--- src/rtl/decoder_seq.sv ---
// decoder_seq: registered N-to-2^N decoder driven by an index sequencer.
// The index is loaded directly or stepped up/down with wrap-around, with an
// optional prescaler so that several step pulses make one advance. The
// decoded vector is one-hot or thermometer and is registered from the same
// next-state value as the index, so out always agrees with index.
module decoder_seq #(
    parameter int SEL_W    = 3,   // index width, 1..6
    parameter int STEP_DIV = 1    // accepted step pulses per advance, 1..255
) (
    input  logic                   clock,
    input  logic                   reset,
    input  logic                   load,
    input  logic [SEL_W-1:0]       sel,
    input  logic                   step,
    input  logic                   dir,
    input  logic                   therm,
    input  logic                   en,
    output logic [(1<<SEL_W)-1:0]  out,
    output logic [SEL_W-1:0]       index,
    output logic                   valid,
    output logic                   wrap
);

    localparam int OUT_W = 1 << SEL_W;
    localparam int PRE_W = 8;

    // Prescaler value at which the next honoured step advances the index.
    localparam logic [PRE_W-1:0] PRE_LAST  = PRE_W'(STEP_DIV - 1);
    localparam logic [SEL_W-1:0] INDEX_MAX = {SEL_W{1'b1}};

    // Output shaping applied to the index.
    typedef enum logic {
        MODE_ONEHOT = 1'b0,
        MODE_THERM  = 1'b1
    } out_mode_e;

    // Step direction as seen on dir.
    typedef enum logic {
        DIR_UP   = 1'b0,
        DIR_DOWN = 1'b1
    } dir_e;

    logic [PRE_W-1:0] pre_cnt;
    logic [PRE_W-1:0] pre_cnt_nxt;
    logic [SEL_W-1:0] index_nxt;
    logic             valid_nxt;
    logic             wrap_nxt;
    logic [OUT_W-1:0] out_nxt;
    logic             step_ok;
    logic             advance;

    // Decode an index into one-hot or thermometer form.
    function automatic logic [OUT_W-1:0] decode(input logic [SEL_W-1:0] idx,
                                                input out_mode_e      mode);
        logic [OUT_W-1:0] vec;
        vec = '0;
        for (int i = 0; i < OUT_W; i++) begin
            if (mode == MODE_THERM)
                vec[i] = (SEL_W'(i) <= idx);
            else
                vec[i] = (SEL_W'(i) == idx);
        end
        return vec;
    endfunction

    // A step only counts when an index has been loaded and no load competes.
    assign step_ok = step && valid && !load;
    assign advance = step_ok && (pre_cnt == PRE_LAST);

    // Next-state for index, prescaler, valid, wrap and the decoded vector.
    always_comb begin
        // NOTE: every signal gets a default first so no latch is inferred.
        index_nxt   = index;
        pre_cnt_nxt = pre_cnt;
        valid_nxt   = valid;
        wrap_nxt    = 1'b0;
        out_nxt     = '0;

        if (load) begin
            index_nxt   = sel;
            valid_nxt   = 1'b1;
            pre_cnt_nxt = '0;
        end else if (step_ok) begin
            if (advance) begin
                pre_cnt_nxt = '0;
                if (dir_e'(dir) == DIR_DOWN) begin
                    index_nxt = index - 1'b1;
                    wrap_nxt  = (index == '0);
                end else begin
                    index_nxt = index + 1'b1;
                    wrap_nxt  = (index == INDEX_MAX);
                end
            end else begin
                pre_cnt_nxt = pre_cnt + 1'b1;
            end
        end

        if (en && valid_nxt)
            out_nxt = decode(index_nxt, out_mode_e'(therm));
    end

    // State and output registers with synchronous reset taking priority.
    always_ff @(posedge clock) begin
        // NOTE: non-blocking so every register updates from pre-edge values.
        if (reset) begin
            index   <= '0;
            pre_cnt <= '0;
            valid   <= 1'b0;
            wrap    <= 1'b0;
            out     <= '0;
        end else begin
            index   <= index_nxt;
            pre_cnt <= pre_cnt_nxt;
            valid   <= valid_nxt;
            wrap    <= wrap_nxt;
            out     <= out_nxt;
        end
    end

endmodule

--- config.mk ---
export PLATFORM = sky130hd
export DESIGN_NAME = decoder_seq
export DESIGN_NICKNAME = d
export VERILOG_FILES = /design/src/rtl/decoder_seq.sv
export SDC_FILE = /design/constraint.sdc
export NUM_CORES = 1
export LEC_CHECK = 0
export CORE_ASPECT_RATIO = 1.1
export CORE_MARGIN = 8
export CORE_UTILIZATION = 43
export CTS_CLUSTER_SIZE = 14
export DETAILED_ROUTE_END_ITERATION = 12
export PLACE_DENSITY = 0.71
export SYNTH_ARGS = -nofsm -noshare
export SYNTH_HDL_FRONTEND = slang
export SYNTH_SLANG_ARGS = --single-unit
--- constraint.sdc ---
create_clock -name clock -period 2.5 [get_ports clock]
set_clock_uncertainty 0.2 [all_clocks]
set_input_delay 0.25 -clock clock [delete_from_list [all_inputs] [get_ports clock]]
set_output_delay 0.25 -clock clock [all_outputs]
set_load 0.03 [all_outputs]
After elaboration in Yosys (flattened, before gate mapping)
Cells that the tools add are included.
{"block": "word_totals", "register_bits": 21, "in_bits": 10, "out_inout_bits": 13, "word_cells": 53}
{"block": "op_classes", "add_sub_neg": 3, "order_cmp": 8, "eq_ne": 8, "muxes": 15, "n_bitwise": 3, "n_reduce_logical": 11}
{"cell": "3-bit == test, first input constant", "count": 4}
{"cell": "3-bit <= comparator, first input constant", "count": 4}
{"cell": "3-bit two-way mux", "count": 4}
{"cell": "1-bit two-way mux", "count": 10}
{"cell": "8-bit by 1-bit adder with 8-bit output, second input constant", "count": 1}
{"cell": "8-bit logical NOT", "count": 1}
{"cell": "8-bit two-way mux", "count": 1}
{"cell": "2-bit by 3-bit == test with 1-bit output, first input constant", "count": 2}
{"cell": "1-bit by 3-bit <= comparator with 1-bit output, first input constant", "count": 2}
{"cell": "2-bit by 3-bit <= comparator with 1-bit output, first input constant", "count": 2}
{"cell": "3-bit logical NOT", "count": 2}
{"cell": "1-bit logical AND", "count": 4}
{"cell": "2-bit OR reduction", "count": 2}
{"cell": "4-bit OR reduction", "count": 1}
{"cell": "3-bit by 1-bit adder with 3-bit output, second input constant", "count": 1}
{"cell": "1-bit by 3-bit == test with 1-bit output, first input constant", "count": 1}
{"cell": "3-bit == test, second input constant", "count": 1}
{"cell": "1-bit NOT", "count": 3}
{"cell": "3-bit by 1-bit subtractor with 3-bit output, second input constant", "count": 1}
{"cell": "1-bit logical NOT", "count": 1}

Logic depth before layout (Yosys ltp)
Gate-level depths: netlist of run 1.
{"block": "depth", "word_depth": 8, "mapped_depth": 7, "ltp_nobuf": 7}

Worst setup path after synthesis of run 1
Ideal clock, no wire load.
{"block": "synth_path", "kind": "register to register", "start": "reg pre_cnt[0]", "end": "reg out[5]", "setup_ns": 0.064, "t_arrival_ns": 2.153, "t_required_ns": 2.236, "path_slack_ns": 0.083, "path_stages_with_launch": 8, "path_buffers": 0, "synth_period_minus_slack_ns": 2.417, "cell_sequence": "dfxtp_1 inv_1 ha_1 or4b_4 or3_4 a221oi_4 mux2_1 nor2_1"}
{"block": "synth_via", "elab_chain_len": 7, "elab_cells_between_ends": 8, "classes_between": "order compare: 1; eq/ne: 1; mux: 4; reduce/logical: 2"}
{"element": "start, declared", "line_no": "43", "source": "logic [PRE_W-1:0] pre_cnt;"}
{"element": "start signal, assigned", "line_no": "113", "source": "pre_cnt <= pre_cnt_nxt;"}
{"element": "8-bit logical NOT *", "line_no": "68", "source": "assign advance = step_ok && (pre_cnt == PRE_LAST);"}
{"element": "1-bit logical AND *", "line_no": "68"}
{"element": "3-bit two-way mux *", "line_no": "84", "source": "if (advance) begin"}
{"element": "3-bit two-way mux *", "line_no": "83", "source": "end else if (step_ok) begin"}
{"element": "3-bit two-way mux *", "line_no": "79", "source": "if (load) begin"}
{"element": "3-bit <= comparator / 3-bit == test (equally long branches)", "line_no": "59, 61"}
{"element": "1-bit two-way mux *", "line_no": "58", "source": "if (mode == MODE_THERM)"}
{"element": "end signal, assigned", "line_no": "116", "source": "out <= out_nxt;"}
{"element": "end, declared", "line_no": "18", "source": "output logic [(1<<SEL_W)-1:0] out,"}
Every way passes the cells marked *; elsewhere a longest branch is shown, timed or not.
A chain may end at the register's enable or synchronous reset.

Worst setup path in the final report of run 1
{"block": "layout_path", "start": "reg pre_cnt[1]", "end": "reg out[1]"}
{"block": "layout_via", "elab_chain_len": 7, "elab_cells_between_ends": 8, "classes_between": "order compare: 1; eq/ne: 1; mux: 4; reduce/logical: 2"}
{"element": "8-bit logical NOT *", "line_no": "68"}
{"element": "1-bit logical AND *", "line_no": "68"}
{"element": "3-bit two-way mux *", "line_no": "84"}
{"element": "3-bit two-way mux *", "line_no": "83"}
{"element": "3-bit two-way mux *", "line_no": "79"}
{"element": "1-bit by 3-bit <= comparator with 1-bit output / 1-bit by 3-bit == test with 1-bit output (equally long branches)", "line_no": "59, 61"}
{"element": "1-bit two-way mux *", "line_no": "58"}
Marked as above.

==> results.toml, run 1 <==
[run_status]
outcome = "complete, but fails checks"
violated_checks = "setup timing"

[logic_synthesis]
ys_types = 40
syn_avg_cell_area_um2 = 9.46
synth-compound-area-share_pct = 12.2
synthesis.area_um2 = 993
post_synth_and_or_nand_nor_area_fraction_pct = 31.1
muxShareOfSynthArea_pct = 2.14
register_bit_count_reported_by_yosys = 21
syn-instance-count = 105
yosys_warnings = 0
synth_top_family_by_area = "simple AND/OR/NAND/NOR gates"
mappedNetlistNets = 118
post_synth_fa_ha_maj_area_fraction_pct = 4.53
post_synth_xor_area_fraction_pct = 6.17
synth-seq-area-share_pct = 42.3

[timing]
clock_period_minus_final_worst_setup_slack_ps = 2510
fmax_ghz = 0.398
slew_viol_final = 0
worstMarginPinSlew_ps = 404
timing.final.hold_violations = 0
final.period_utilization_pct = 100
setup_slack_ps = -11.5
timing.setup.tns_ps = -11.5
timing.max_slew.rel_slack_pct = 72.7
setup_viol = 1
rsz_0062_raised_after_global_routing = "true"

[detailed_routing]
met2RoutedLength_um = 1310
remaining_drc_errors = 0
vias = 866
drt_iter0_drc = 11
detail_route.vias_per_cell = 5.12
drtAntennaViolNets = 0
wl_met3_um = 103
detail_route.first_pass.iterations = 4
met1Wirelength_um = 946
drt_wl_total_um = 2370
route.top_layer_used = "met4"
post_drt_wl_per_cell_um = 14.0

[critical_path]
cpLargestDelayFamily = "simple AND/OR/NAND/NOR gates"
timing.critical_path.cells = "inv_2, ha_4, or4b_4, or3_4, a221oi_4, and2_4, mux2i_1"
timing.critical_path.fanout_max = 6
ff2ff_setup_slack_ps = -10
endpoint_kind = "flip-flop"
cp.buffers_inverters = 1
cp_data_arrival_time_ps = 2560
worst_path_largest_cell_delay_ps = 460
timing.critical_path.from_type = "flip-flop"
setup.worst_path.class = "flip-flop to flip-flop"
crit_required_ps = 2550
cpMaxStageDelayCell = "or4b_4"

[cells_and_area]
final_net_count = 153
multi_input_area_um2 = 583
synthToLayoutAreaGrowth_pct = 38.0
diodes = 0
layout.area.seq_um2 = 422
finish.utilization_pct = 61.5
post_layout_nonfiller_instances = 169
final_layout_size_suffix_gt1_share_pct = 20.1
fillerInstances = 192

[flow_run]
drv.max_cap_violation_count = 0

[floorplan]
core_area_mm2 = 0.00223
placementRows = 18
floorplan.die_area_mm2 = 0.00411
start_util_pct = 44.6
die_w_um = 61.8
io_pins = 23
die_height_um = 66.4

[global_route]
via_count_of_the_first_global_routing_pass = 904
grt_max_degree = 14
antenna_violations_before_repair = 0
wire_length_of_the_first_global_routing_pass_um = 4000
grt_overflow_total = 0
globalRouteTotalUtil_pct = 12.7

[power_and_ir_drop]
p_leak_nw = 0.532
report.power.total_mw = 0.657
ir_worst_vdd_v = 0.000390
power.density_mw_per_mm2 = 479

[placed_design]
dp_cells = 164
globalplace.congestion = 0.851
hpwl_um = 1900
buffer_ports.inserted = 22

[clock_network]
cts-htree-levels = 1
cts.hold.buffers_added = 0
clk-insertion-delay-late_ps = 310
cts_sinks = 21
clockBufferDepth = 2
cts-root-buf = "clkbuf_4"
cts-buffers-inserted = 3
cts_tree = "done"
cts.reportedPaths.clkPinSlew_ps = 130

[worst_hold_path]
holdCritPathClass = "flip-flop to flip-flop"
## final timing paths
check,from,end,cells past startpoint
worst max-delay path,pre_cnt[1],out[1],7
worst min-delay path,valid,valid,2
worst max register to register,pre_cnt[1],out[1],7
worst min register to register,valid,valid,2
## layout by cell type, fill, tap and decap left out, types with 3 or more instances in the layout
cell,n
a21oi_1,4
buf_4,9
clkbuf_4,3
clkdlybuf4s50_1,22
dfxtp_1,20
nand2_1,7
nand4_1,4
nor2_1,16
nor3_1,4
xor2_1,6
## logic make-up (layout without fill, tap and decap cells)
| group | count (synthesis) | after routing |
|---|---|---|
| AO/OA/AOI/OAI | 15 | 15 |
| XOR/XNOR | 7 | 7 |
| adder cells (fa/ha/maj) | 3 | 3 |
| buffers and inverters | 4 | 38 |
| flip-flops | 21 | 21 |
| multiplexers | 2 | 2 |
| AND/OR/NAND/NOR | 53 | 53 |
## metrics by stage
step | cell area, µm² | hold WS (ps) | setup slack, ps
detailed placement | 1310 | 333 | -42.3
floorplan | 993 | 122 | 83.2
CTS | 1340 | 356 | 4.55
finish | 1370 | 353 | -11.5
global route | 1370 | 378 | -65.0
global placement | 1310 | 322 | 35.1
## state kept, by name, summed over array words and instances (netlist names)
signal / cells
valid: 1
index: 3
wrap: 1
pre_cnt: 8
out: 8
## worst reg2reg max path, stage by stage, from the launching register on
cell and delay [ps]:
dfxtp_2 350, inv_2 50, ha_4 110, or4b_4 460, or3_4 440, a221oi_4 400, and2_4 230, mux2i_1 210
## synthesized netlist by cell type
master	instances	share of area (%)
xor2_1	6	5.3
and4_1	1	0.88
and3_1	2	1.3
inv_1	3	1.1
mux2_1	1	1.1
o211a_1	1	1.0
a22oi_1	1	0.76
nor2b_1	2	1.3
or2_2	1	0.63
nor4b_1	2	1.8
dfxtp_1	21	42
xnor2_1	1	0.88
nor2_1	17	6.4
nor3b_2	1	1.3
clkbuf_1	1	0.38
or4b_4	1	1.4
o21ai_1	1	0.50
or3_4	1	1.1
ha_1	2	2.5
and3b_1	1	0.88
o31a_1	1	0.88
a21oi_1	4	2.0
a211oi_1	1	0.76
o31ai_2	1	1.3
o22ai_1	1	0.63
nor4_1	1	0.63
o21ai_0	2	1.0
nand2_1	7	2.6
mux2i_1	1	1.0
o31ai_1	1	0.76
nand2b_1	2	1.3
and4b_1	1	1.0
and2_4	1	0.88
fa_1	1	2.0
nor3_1	4	2.0
and2_1	1	0.63
nand2b_4	1	1.4
or3_1	2	1.3
a221oi_4	1	2.6
nand4_1	4	2.5
## report_power, final
| part | total (mW) | switching (mW) | internal, mW | leakage, nW |
|---|---|---|---|---|
| Sequential | 0.352 | 0.00811 | 0.344 | 0.171 |
| Combinational | 0.132 | 0.0660 | 0.0655 | 0.347 |
| Clock | 0.173 | 0.112 | 0.0610 | 0.0139 |
## cell type report
class                           count  area share, %
Timing Repair Buffer               31           21.0
Inverter                            3          0.821
Multi-Input combinational cell     80           42.5
Sequential cell                    21           30.7
Clock buffer                        3           1.64
Clock inverter                      1          0.547
Tap cell                           30           2.74
## per-layer routing
| metal | vias to the layer above | track usage [%] |
|---|---|---|
| met4 | 0 | 1.71 |
| met3 | 2 | 4.86 |
| met1 | 400 | 13.4 |
| met2 | 19 | 23.3 |
| li1 | 445 | - |
| met5 | - | 0 |
## what timing repair did
item | CTS | global route
endpoints found under the hold margin | 0 | 0
resized for setup | 0 | 8
pin swaps | 1 | 3
setup buffers | 0 | 1
setup endpoints to repair | 1 | 4
No activity file was read; power rests on OpenSTA's default activity.
==> run 2: changes to the inputs <==
--- a/config.mk
+++ b/config.mk
@@ -5,6 +5,7 @@
 export SDC_FILE = /design/constraint.sdc
 export NUM_CORES = 1
 export LEC_CHECK = 0
+export ABC_CLOCK_PERIOD_IN_PS = 2500
 export CORE_ASPECT_RATIO = 1.1
 export CORE_MARGIN = 8
 export CORE_UTILIZATION = 43
==> results of run 2 <==
Same layout as run 1: the final DEF is identical, and so are final timing and power.
